### config.mk
export PLATFORM = sky130hd
export DESIGN_NAME = mem_port_arbiter_flat
export DESIGN_NICKNAME = d
export VERILOG_FILES = /design/src/rtl/mem_port_arbiter_if.sv /design/src/rtl/mem_port_arbiter.sv /design/src/flat_wrapper.sv
export SDC_FILE = /design/constraint.sdc
export NUM_CORES = 1
export LEC_CHECK = 0
export BUFFER_PORTS_ARGS = -buffer_cell sky130_fd_sc_hd__buf_2
export CORE_MARGIN = 5
export CORE_UTILIZATION = 45
export DETAILED_ROUTE_END_ITERATION = 8
export HOLD_SLACK_MARGIN = 0.03
export MAX_ROUTING_LAYER = met4
export PLACE_DENSITY = 0.78
export SLEW_MARGIN = 10
export SYNTH_ARGS = -nofsm -noshare
export SYNTH_HDL_FRONTEND = slang
export SYNTH_SLANG_ARGS = --single-unit
### constraint.sdc
create_clock -name clk -period 1.93 [get_ports clk]
set_input_delay 0.386 -clock clk [delete_from_list [all_inputs] [get_ports clk]]
set_output_delay 0.386 -clock clk [all_outputs]
set_load 0.005 [all_outputs]
### src/rtl/mem_port_arbiter_if.sv
// Bundle of CPU-side (I/D) and memory-side signals around mem_port_arbiter.
// master = arbiter view, slave = pipeline + memory model view.
interface mem_port_arbiter_if #(
    parameter int ADDR_W = 32,
    parameter int DATA_W = 32
);
    logic              i_req;
    logic [ADDR_W-1:0] i_addr;
    logic [DATA_W-1:0] i_rdata;
    logic              i_ready;

    logic              d_req;
    logic              d_we;
    logic [ADDR_W-1:0] d_addr;
    logic [DATA_W-1:0] d_wdata;
    logic [DATA_W-1:0] d_rdata;
    logic              d_ready;

    logic              m_req;
    logic              m_we;
    logic [ADDR_W-1:0] m_addr;
    logic [DATA_W-1:0] m_wdata;
    logic [DATA_W-1:0] m_rdata;
    logic              m_ack;

    logic              stall;

    modport master (
        input  i_req, i_addr, d_req, d_we, d_addr, d_wdata, m_rdata, m_ack,
        output i_rdata, i_ready, d_rdata, d_ready,
        output m_req, m_we, m_addr, m_wdata, stall
    );

    modport slave (
        output i_req, i_addr, d_req, d_we, d_addr, d_wdata, m_rdata, m_ack,
        input  i_rdata, i_ready, d_rdata, d_ready,
        input  m_req, m_we, m_addr, m_wdata, stall
    );
endinterface

### src/rtl/mem_port_arbiter.sv
// Shares one variable-latency single-port memory between fetch (I) and data (D) ports.
// Define ARB_FAIR_EN to bound consecutive D grants while I waits (MAX_D_STREAK).
module mem_port_arbiter #(
    parameter int ADDR_W       = 32,
    parameter int DATA_W       = 32,
    parameter int MAX_D_STREAK = 4
) (
    input  logic               clk,
    input  logic               rst,
    mem_port_arbiter_if.master bus
);

    typedef enum logic [1:0] {
        IDLE,
        BUSY_I,
        BUSY_D,
        RESP
    } state_t;

    if (MAX_D_STREAK < 1 || MAX_D_STREAK > 15) begin : g_bad_streak
        $error("MAX_D_STREAK must be in 1..15");
    end

    state_t            state, state_nxt;
    logic              m_req_nxt;
    logic              m_we_nxt;
    logic [ADDR_W-1:0] m_addr_nxt;
    logic [DATA_W-1:0] m_wdata_nxt;
    logic              i_ready_nxt;
    logic              d_ready_nxt;
    logic [DATA_W-1:0] i_rdata_nxt;
    logic [DATA_W-1:0] d_rdata_nxt;
    logic              grant_i;
    logic              grant_d;

`ifdef ARB_FAIR_EN
    logic [3:0] streak, streak_nxt;
    logic       i_starved;

    // I has waited through MAX_D_STREAK back-to-back D grants: it goes next.
    assign i_starved = bus.i_req && (streak == 4'(MAX_D_STREAK));
    assign grant_d   = bus.d_req && !i_starved;
`else
    // D is the older instruction in the pipeline, so it always wins.
    assign grant_d   = bus.d_req;
`endif
    assign grant_i   = bus.i_req && !grant_d;

    assign bus.stall = (bus.i_req && !bus.i_ready) || (bus.d_req && !bus.d_ready);

    always_comb begin
        // NOTE: every variable gets a default before the case so no path leaves it unassigned (no latch).
        state_nxt   = state;
        m_req_nxt   = bus.m_req;
        m_we_nxt    = bus.m_we;
        m_addr_nxt  = bus.m_addr;
        m_wdata_nxt = bus.m_wdata;
        i_ready_nxt = 1'b0;
        d_ready_nxt = 1'b0;
        i_rdata_nxt = bus.i_rdata;
        d_rdata_nxt = bus.d_rdata;
`ifdef ARB_FAIR_EN
        streak_nxt  = streak;
`endif

        unique case (state)
            IDLE: begin
                if (grant_d) begin
                    state_nxt   = BUSY_D;
                    m_req_nxt   = 1'b1;
                    m_we_nxt    = bus.d_we;
                    m_addr_nxt  = bus.d_addr;
                    m_wdata_nxt = bus.d_wdata;
`ifdef ARB_FAIR_EN
                    streak_nxt  = bus.i_req ? streak + 4'd1 : 4'd0;
`endif
                end else if (grant_i) begin
                    state_nxt   = BUSY_I;
                    m_req_nxt   = 1'b1;
                    m_we_nxt    = 1'b0;
                    m_addr_nxt  = bus.i_addr;
`ifdef ARB_FAIR_EN
                    streak_nxt  = 4'd0;
`endif
                end
            end

            BUSY_I: begin
                if (bus.m_ack) begin
                    state_nxt   = RESP;
                    m_req_nxt   = 1'b0;
                    m_we_nxt    = 1'b0;
                    i_ready_nxt = 1'b1;
                    i_rdata_nxt = bus.m_rdata;
                end
            end

            BUSY_D: begin
                if (bus.m_ack) begin
                    state_nxt   = RESP;
                    m_req_nxt   = 1'b0;
                    m_we_nxt    = 1'b0;
                    d_ready_nxt = 1'b1;
                    // A store leaves the last load result visible on d_rdata.
                    if (!bus.m_we) begin
                        d_rdata_nxt = bus.m_rdata;
                    end
                end
            end

            // Ready is high for this single cycle; requests are looked at again in IDLE.
            RESP: state_nxt = IDLE;

            default: state_nxt = IDLE;
        endcase
    end

    always_ff @(posedge clk) begin
        // NOTE: non-blocking assignments so every register samples pre-edge values.
        if (rst) begin
            state       <= IDLE;
            bus.m_req   <= 1'b0;
            bus.m_we    <= 1'b0;
            bus.m_addr  <= '0;
            bus.m_wdata <= '0;
            bus.i_ready <= 1'b0;
            bus.d_ready <= 1'b0;
            bus.i_rdata <= '0;
            bus.d_rdata <= '0;
`ifdef ARB_FAIR_EN
            streak      <= 4'd0;
`endif
        end else begin
            state       <= state_nxt;
            bus.m_req   <= m_req_nxt;
            bus.m_we    <= m_we_nxt;
            bus.m_addr  <= m_addr_nxt;
            bus.m_wdata <= m_wdata_nxt;
            bus.i_ready <= i_ready_nxt;
            bus.d_ready <= d_ready_nxt;
            bus.i_rdata <= i_rdata_nxt;
            bus.d_rdata <= d_rdata_nxt;
`ifdef ARB_FAIR_EN
            streak      <= streak_nxt;
`endif
        end
    end

endmodule

### src/flat_wrapper.sv
// flat-port wrapper written by rule: the top's interface ports become plain ports
module mem_port_arbiter_flat 
#(
    parameter int ADDR_W       = 32,
    parameter int DATA_W       = 32,
    parameter int MAX_D_STREAK = 4
)
  (clk, rst, bus_i_req, bus_i_addr, bus_d_req, bus_d_we, bus_d_addr, bus_d_wdata, bus_m_rdata, bus_m_ack, bus_i_rdata, bus_i_ready, bus_d_rdata, bus_d_ready, bus_m_req, bus_m_we, bus_m_addr, bus_m_wdata, bus_stall);
  mem_port_arbiter_if #(.ADDR_W(ADDR_W), .DATA_W(DATA_W)) bus_i ();
  input  logic clk;
  input  logic rst;
  input wire logic [$bits(bus_i.i_req)-1:0] bus_i_req;
  input wire logic [$bits(bus_i.i_addr)-1:0] bus_i_addr;
  input wire logic [$bits(bus_i.d_req)-1:0] bus_d_req;
  input wire logic [$bits(bus_i.d_we)-1:0] bus_d_we;
  input wire logic [$bits(bus_i.d_addr)-1:0] bus_d_addr;
  input wire logic [$bits(bus_i.d_wdata)-1:0] bus_d_wdata;
  input wire logic [$bits(bus_i.m_rdata)-1:0] bus_m_rdata;
  input wire logic [$bits(bus_i.m_ack)-1:0] bus_m_ack;
  output wire logic [$bits(bus_i.i_rdata)-1:0] bus_i_rdata;
  output wire logic [$bits(bus_i.i_ready)-1:0] bus_i_ready;
  output wire logic [$bits(bus_i.d_rdata)-1:0] bus_d_rdata;
  output wire logic [$bits(bus_i.d_ready)-1:0] bus_d_ready;
  output wire logic [$bits(bus_i.m_req)-1:0] bus_m_req;
  output wire logic [$bits(bus_i.m_we)-1:0] bus_m_we;
  output wire logic [$bits(bus_i.m_addr)-1:0] bus_m_addr;
  output wire logic [$bits(bus_i.m_wdata)-1:0] bus_m_wdata;
  output wire logic [$bits(bus_i.stall)-1:0] bus_stall;
  assign bus_i.i_req = bus_i_req;
  assign bus_i.i_addr = bus_i_addr;
  assign bus_i.d_req = bus_d_req;
  assign bus_i.d_we = bus_d_we;
  assign bus_i.d_addr = bus_d_addr;
  assign bus_i.d_wdata = bus_d_wdata;
  assign bus_i.m_rdata = bus_m_rdata;
  assign bus_i.m_ack = bus_m_ack;
  assign bus_i_rdata = bus_i.i_rdata;
  assign bus_i_ready = bus_i.i_ready;
  assign bus_d_rdata = bus_i.d_rdata;
  assign bus_d_ready = bus_i.d_ready;
  assign bus_m_req = bus_i.m_req;
  assign bus_m_we = bus_i.m_we;
  assign bus_m_addr = bus_i.m_addr;
  assign bus_m_wdata = bus_i.m_wdata;
  assign bus_stall = bus_i.stall;
  mem_port_arbiter #(.ADDR_W(ADDR_W), .DATA_W(DATA_W), .MAX_D_STREAK(MAX_D_STREAK)) u_core (.clk(clk), .rst(rst), .bus(bus_i));
endmodule
Yosys cells after proc, flatten, opt, wreduce, memory -nomap -nowiden
Cells that the tools add are included.
{ "totals": {"ff_bits": 134, "latchBits": 0, "word_cells": 50, "mem_count": 0, "output_inout_bits": 133, "ram_bits": 0, "rom_bits": 0} }
{ "classes": {"n_eq_ne": 5, "n_mux": 14, "magnitude_cmp": 0, "div_mod_pow": 0, "n_mul": 0, "reduce_logical": 19, "n_bitwise": 3, "addsub": 0, "n_shift": 0} }
{ "ops": {"columns": ["op", "n"], "rows": [
  ["2-to-1 mux 32 bit", 2],
  ["AND reduction 2 bit", 4],
  ["2-to-1 mux 1 bit", 6],
  ["2-to-1 mux 2 bit", 3],
  ["one-hot mux 2 bit (3 select lines)", 1],
  ["AND reduction 3 bit", 2],
  ["OR reduction 2 bit", 3],
  ["equality test 2 bit (second input constant)", 2],
  ["one-hot mux 1 bit (2 select lines)", 2],
  ["nonzero test 2 bit", 2],
  ["logical AND 1 bit", 3],
  ["zero test 1 bit", 3],
  ["!= test 3 x 2 -> 1 bit (second input constant)", 1],
  ["inverter 1 bit", 3],
  ["equality test 2 x 1 -> 1 bit (second input constant)", 1],
  ["zero test 2 bit", 1],
  ["!= test 2 x 1 -> 1 bit (second input constant)", 1],
  ["logical OR 1 bit", 1]
]} }

Depth between registers and ports, before layout
{ "logic_depth": {"word_depth": 5, "mapped_depth": 7} }

Least setup slack after synthesis
OpenSTA, ideal clock, no wires.
{ "synth_timing": {"path_kind": "register to register", "from": "register u_core.state[0]", "to": "register u_core.bus.m_we", "arrival_ns": 1.501, "path_buffers": 0, "slack_ns": 0.358, "synth_period_minus_slack_ns": 1.572, "required_ns": 1.860, "stages_incl_launch_ff": 6, "path_cell_list": "dfxtp_1 inv_1 ha_1 nor2b_1 or4_1 a21oi_1"} }
{ "synth_between": {"elab_chain_cells": 4, "elab_cells_between_ends": 9} }
{ "synth_rtl": {"columns": ["item", "line", "rtl"], "rows": [
  ["from (decl)", "mem_port_arbiter.sv:24", "state_t state, state_nxt;"],
  ["from (signal assigned)", "mem_port_arbiter.sv:134", "state <= state_nxt;"],
  ["equality test 2 x 1 -> 1 bit / equality test 2 bit (equally long branches)", "mem_port_arbiter.sv:66", "unique case (state)"],
  ["OR reduction 2 bit (no source line)", null, null],
  ["!= test 2 x 1 -> 1 bit (no source line) / nonzero test 2 bit (equally long branches)", null, null],
  ["AND reduction 3 bit (no source line)", null, null],
  ["to (signal assigned)", "mem_port_arbiter.sv:136", "bus.m_we <= m_we_nxt;"],
  ["to (decl)", "mem_port_arbiter_if.sv:31", "output m_req, m_we, m_addr, m_wdata, stall"]
]} }
Parallel ways exist; a longest one is shown, timed or not.
A chain may end at the register's enable or synchronous reset.

Worst setup path in the final report
Same ends and word-level chain as after synthesis.

==> summary.txt <==
Status
  – Status: finished, final reports clean

Route
  – DRT Pass-1 Iters: 4
  – First DRT Iteration DRCs: 451
  – Post-route ant nets: 0
  – Routed vias/inst: 4.86
  – Wire per inst: 14.4 µm
  – Vias: 4890
  – DRC: 0
  – Final wirelength: 14.5 mm

Timing
  – Slew HR: 60.8%
  – TNS Setup: 0 ps
  – Fin worst setup slack: 234 ps
  – Final Critical Period: 1700 ps
  – Least-Margin Pin Slew: 587 ps
  – Slew Limit Fails: 0
  – Max Freq: 0.590 GHz
  – Final setup vio count: 0
  – Final period utilization: 87.9%
  – RSZ-0062 raised after global routing: false
  – Final Hold Vio Count: 0
  – Worst Clk Skew: 8.49 ps

Power and ir drop
  – Power Density: 1320 nW/µm²
  – Leak pwr: 3.37 nW
  – Sw Ratio: 31.6%
  – VDD IR-drop max: 0.681 mV
  – Seq pwr share: 38.4%
  – Clock power frac: 34.2%
  – Combinational share of power: 27.4%
  – Psw: 0.00296 W
  – Internal: 0.00641 W

Synthesis
  – Async set-reset flop share out of synthesis: 0%
  – Net Count, Synth: 742
  – Top FF cell, synth: dfxtp_1
  – EDFF count, synth: 0
  – Synth area leader: dfxtp_1
  – Synthesized area per cell: 8.34 µm²
  – Top cells by count, synth: nand2_1, dfxtp_1, a21oi_1
  – Cells after synthesis: 603
  – Post-synthesis sequential area ratio: 53.3%
  – Cell area after synthesis: 5030 µm²
  – Count leader, synth: nand2_1
  – Ys Warns: 0
  – Synth area leaders: dfxtp_1, nand2_1, a21oi_1, mux2i_1, a211oi_1
  – Share of the synthesized area in the top cell type: 53.3%
  – Netlist cell types: 27
  – Seq cells post-synth: 134

Floorplan
  – DIE WIDTH: 116 µm
  – Floorplan core area: 10900 µm²
  – Initial Utilization: 46.2%
  – Chip Height: 116 µm
  – I/O pin cnt: 267
  – Die area: 13400 µm²
  – Row count: 38

CTS
  – CTS Hold Bufs: 0
  – Clock-pin slew on the worst setup and hold paths: 60 ps
  – CTS H-Tree Depth: 4
  – Clk_lat worst skew: 490 ps
  – Post-cts sizing count: 0
  – CTS tree: built
  – CTS buffer count: 17
  – # Post-CTS Setup Buffers: 0
  – CTS root buffer: clkbuf_8
  – Clock Path Buffers: 2
  – Clk sink count: 134

Critical path
  – Worst path cell trace: inv_1, ha_1, nor2b_1, or4_1, a21oi_1
  – Crit Path Category: flop to flop
  – Flop2flop setup slack: 230 ps
  – Worst path max stage delay: 480 ps
  – FF-to-FF Start: u_core.state[0]
  – Worst R2R Path Depth: 5
  – Critical path launch point type: flop
  – Crit path required time: 2350 ps
  – Critical Path End Type: flop
  – Worst path slowest cell: or4_1
  – Crit Path Max Fanout: 7
  – Worst r2r dst: u_core.bus.m_we
  – Data arrival, critical path: 2120 ps

Worst hold path
  – Hold Crit Depth: 3
  – Hold endpoint: u_core.bus.m_wdata[13]
  – Hold Path Class: primary input to flop
  – Hold_sp: bus_d_wdata[13]

Final layout
  – Fill cells: 976
  – N_diodes: 0
  – Synth-to-Final Area Change: 40.7%
  – Nets: 992
  – Share of cells above drive strength 1: 35.8%

Global routing
  – GRT Util Overall: 21.2%
  – Grt total ovfl: 0
  – Initial antenna violation count: 0
  – Largest net degree at the start of global routing: 55
  – Global-route wire length before repair: 22.1 mm
  – Vias in the first global route: 4641

Flow run
  – Max Cap Viol: 0

Place
  – DPL Wire Length: 10.5 mm
  – DP Worst Slack: 254 ps
  – I/O Buffers: 266
  – RD Place Congestion: 0.832
-- worst max path at each step --
stage | startpoint | to | slack, ps
final | u_core.state[0] | u_core.bus.m_we | 230
after global routing | u_core.state[1] | u_core.bus.m_addr[23] | 140
after CTS | u_core.state[0] | u_core.bus.m_we | 240
after detailed placement | u_core.state[0] | u_core.bus.m_we | 250
after global placement | u_core.state[0] | u_core.bus.m_we | 280
after floorplan | u_core.state[0] | u_core.bus.m_we | 360
-- critical path, delay by kind of cell (launching register included) --
kind / cells / cell delay (ps)
and+or+nand+nor: 2 / 700
DFF: 1 / 370
adders and majority gates: 1 / 330
AOI/OAI and AO/OA: 1 / 140
buffers and inverters: 1 / 90
-- placed cells by master (no fill, tap or decap), drive strengths merged, types with 2 or more instances in the layout --
master    count
a211oi       32
a21oi        99
and2          2
buf         278
bufinv        3
clkbuf       19
clkinv        3
clkinvlp      3
dfxtp       134
ha            5
inv           8
mux2i        32
nand2       196
nand2b        3
nor2         35
o31ai         3
-- layer usage --
| metal | GRT usage, % | part of all wire (%) | vias to the layer above |
|---|---|---|---|
| li1 | - | - | 2506 |
| met1 | 24.8 | 40 | 2179 |
| met2 | 36.0 | 50 | 187 |
| met3 | 5.38 | 8.1 | 18 |
| met4 | 6.65 | 1.5 | 0 |
| met5 | - | 0 | - |
-- power by group through the flow --
stage | Combinational, W | Sequential, W | Clock [W]
after CTS | 0.00260 | 0.00360 | 0.00328
final | 0.00257 | 0.00360 | 0.00321
after global placement | 0.00254 | 0.00364 | 0
after global routing | 0.00290 | 0.00367 | 0.00340
after floorplan | 0.00145 | 0.00370 | 0
after detailed placement | 0.00259 | 0.00365 | 0
-- area by class of cell --
type,instances,area [µm²],area share [%]
Clock buffer,19,422,5.96
Timing Repair Buffer,278,1490,21.0
Inverter,4,15.0,0.212
Multi-Input combinational cell,418,2120,30.0
Sequential cell,134,2680,37.9
Tap cell,140,175,2.48
Clock inverter,13,173,2.44
-- per-stage QoR --
stage | cell area (µm²) | util (%) | hold WS, ps | total power [W] | cells
2_1_floorplan | 5030 | - | 453 | 0.00515 | 603
6_report | 7080 | 65.0 | 128 | 0.00937 | 1006
5_1_grt | 7080 | 65.0 | 105 | 0.00997 | 1006
4_1_cts | 7080 | 65.0 | 103 | 0.00948 | 1006
3_3_place_gp | 6480 | 59.5 | 439 | 0.00617 | 974
3_5_place_dp | 6480 | 59.5 | 443 | 0.00624 | 974
-- cells by family after synthesis --
kind of cell | share of synthesized area, %
adder cells (fa/ha/maj) | 1.24
flip-flops | 53.3
AO/OA/AOI/OAI | 15.8
AND/OR/NAND/NOR | 18.7
buffers and inverters | 4.48
multiplexers | 6.37
-- state kept, by name, indices dropped and copies added, names as in the netlist --
| register | flops |
|---|---|
| u_core.bus.i_rdata | 32 |
| u_core.bus.d_ready | 1 |
| u_core.state | 2 |
| u_core.bus.d_rdata | 32 |
| u_core.bus.i_ready | 1 |
| u_core.bus.m_wdata | 32 |
| u_core.bus.m_req | 1 |
| u_core.bus.m_addr | 32 |
| u_core.bus.m_we | 1 |
Power figures use the tool's default switching activity.
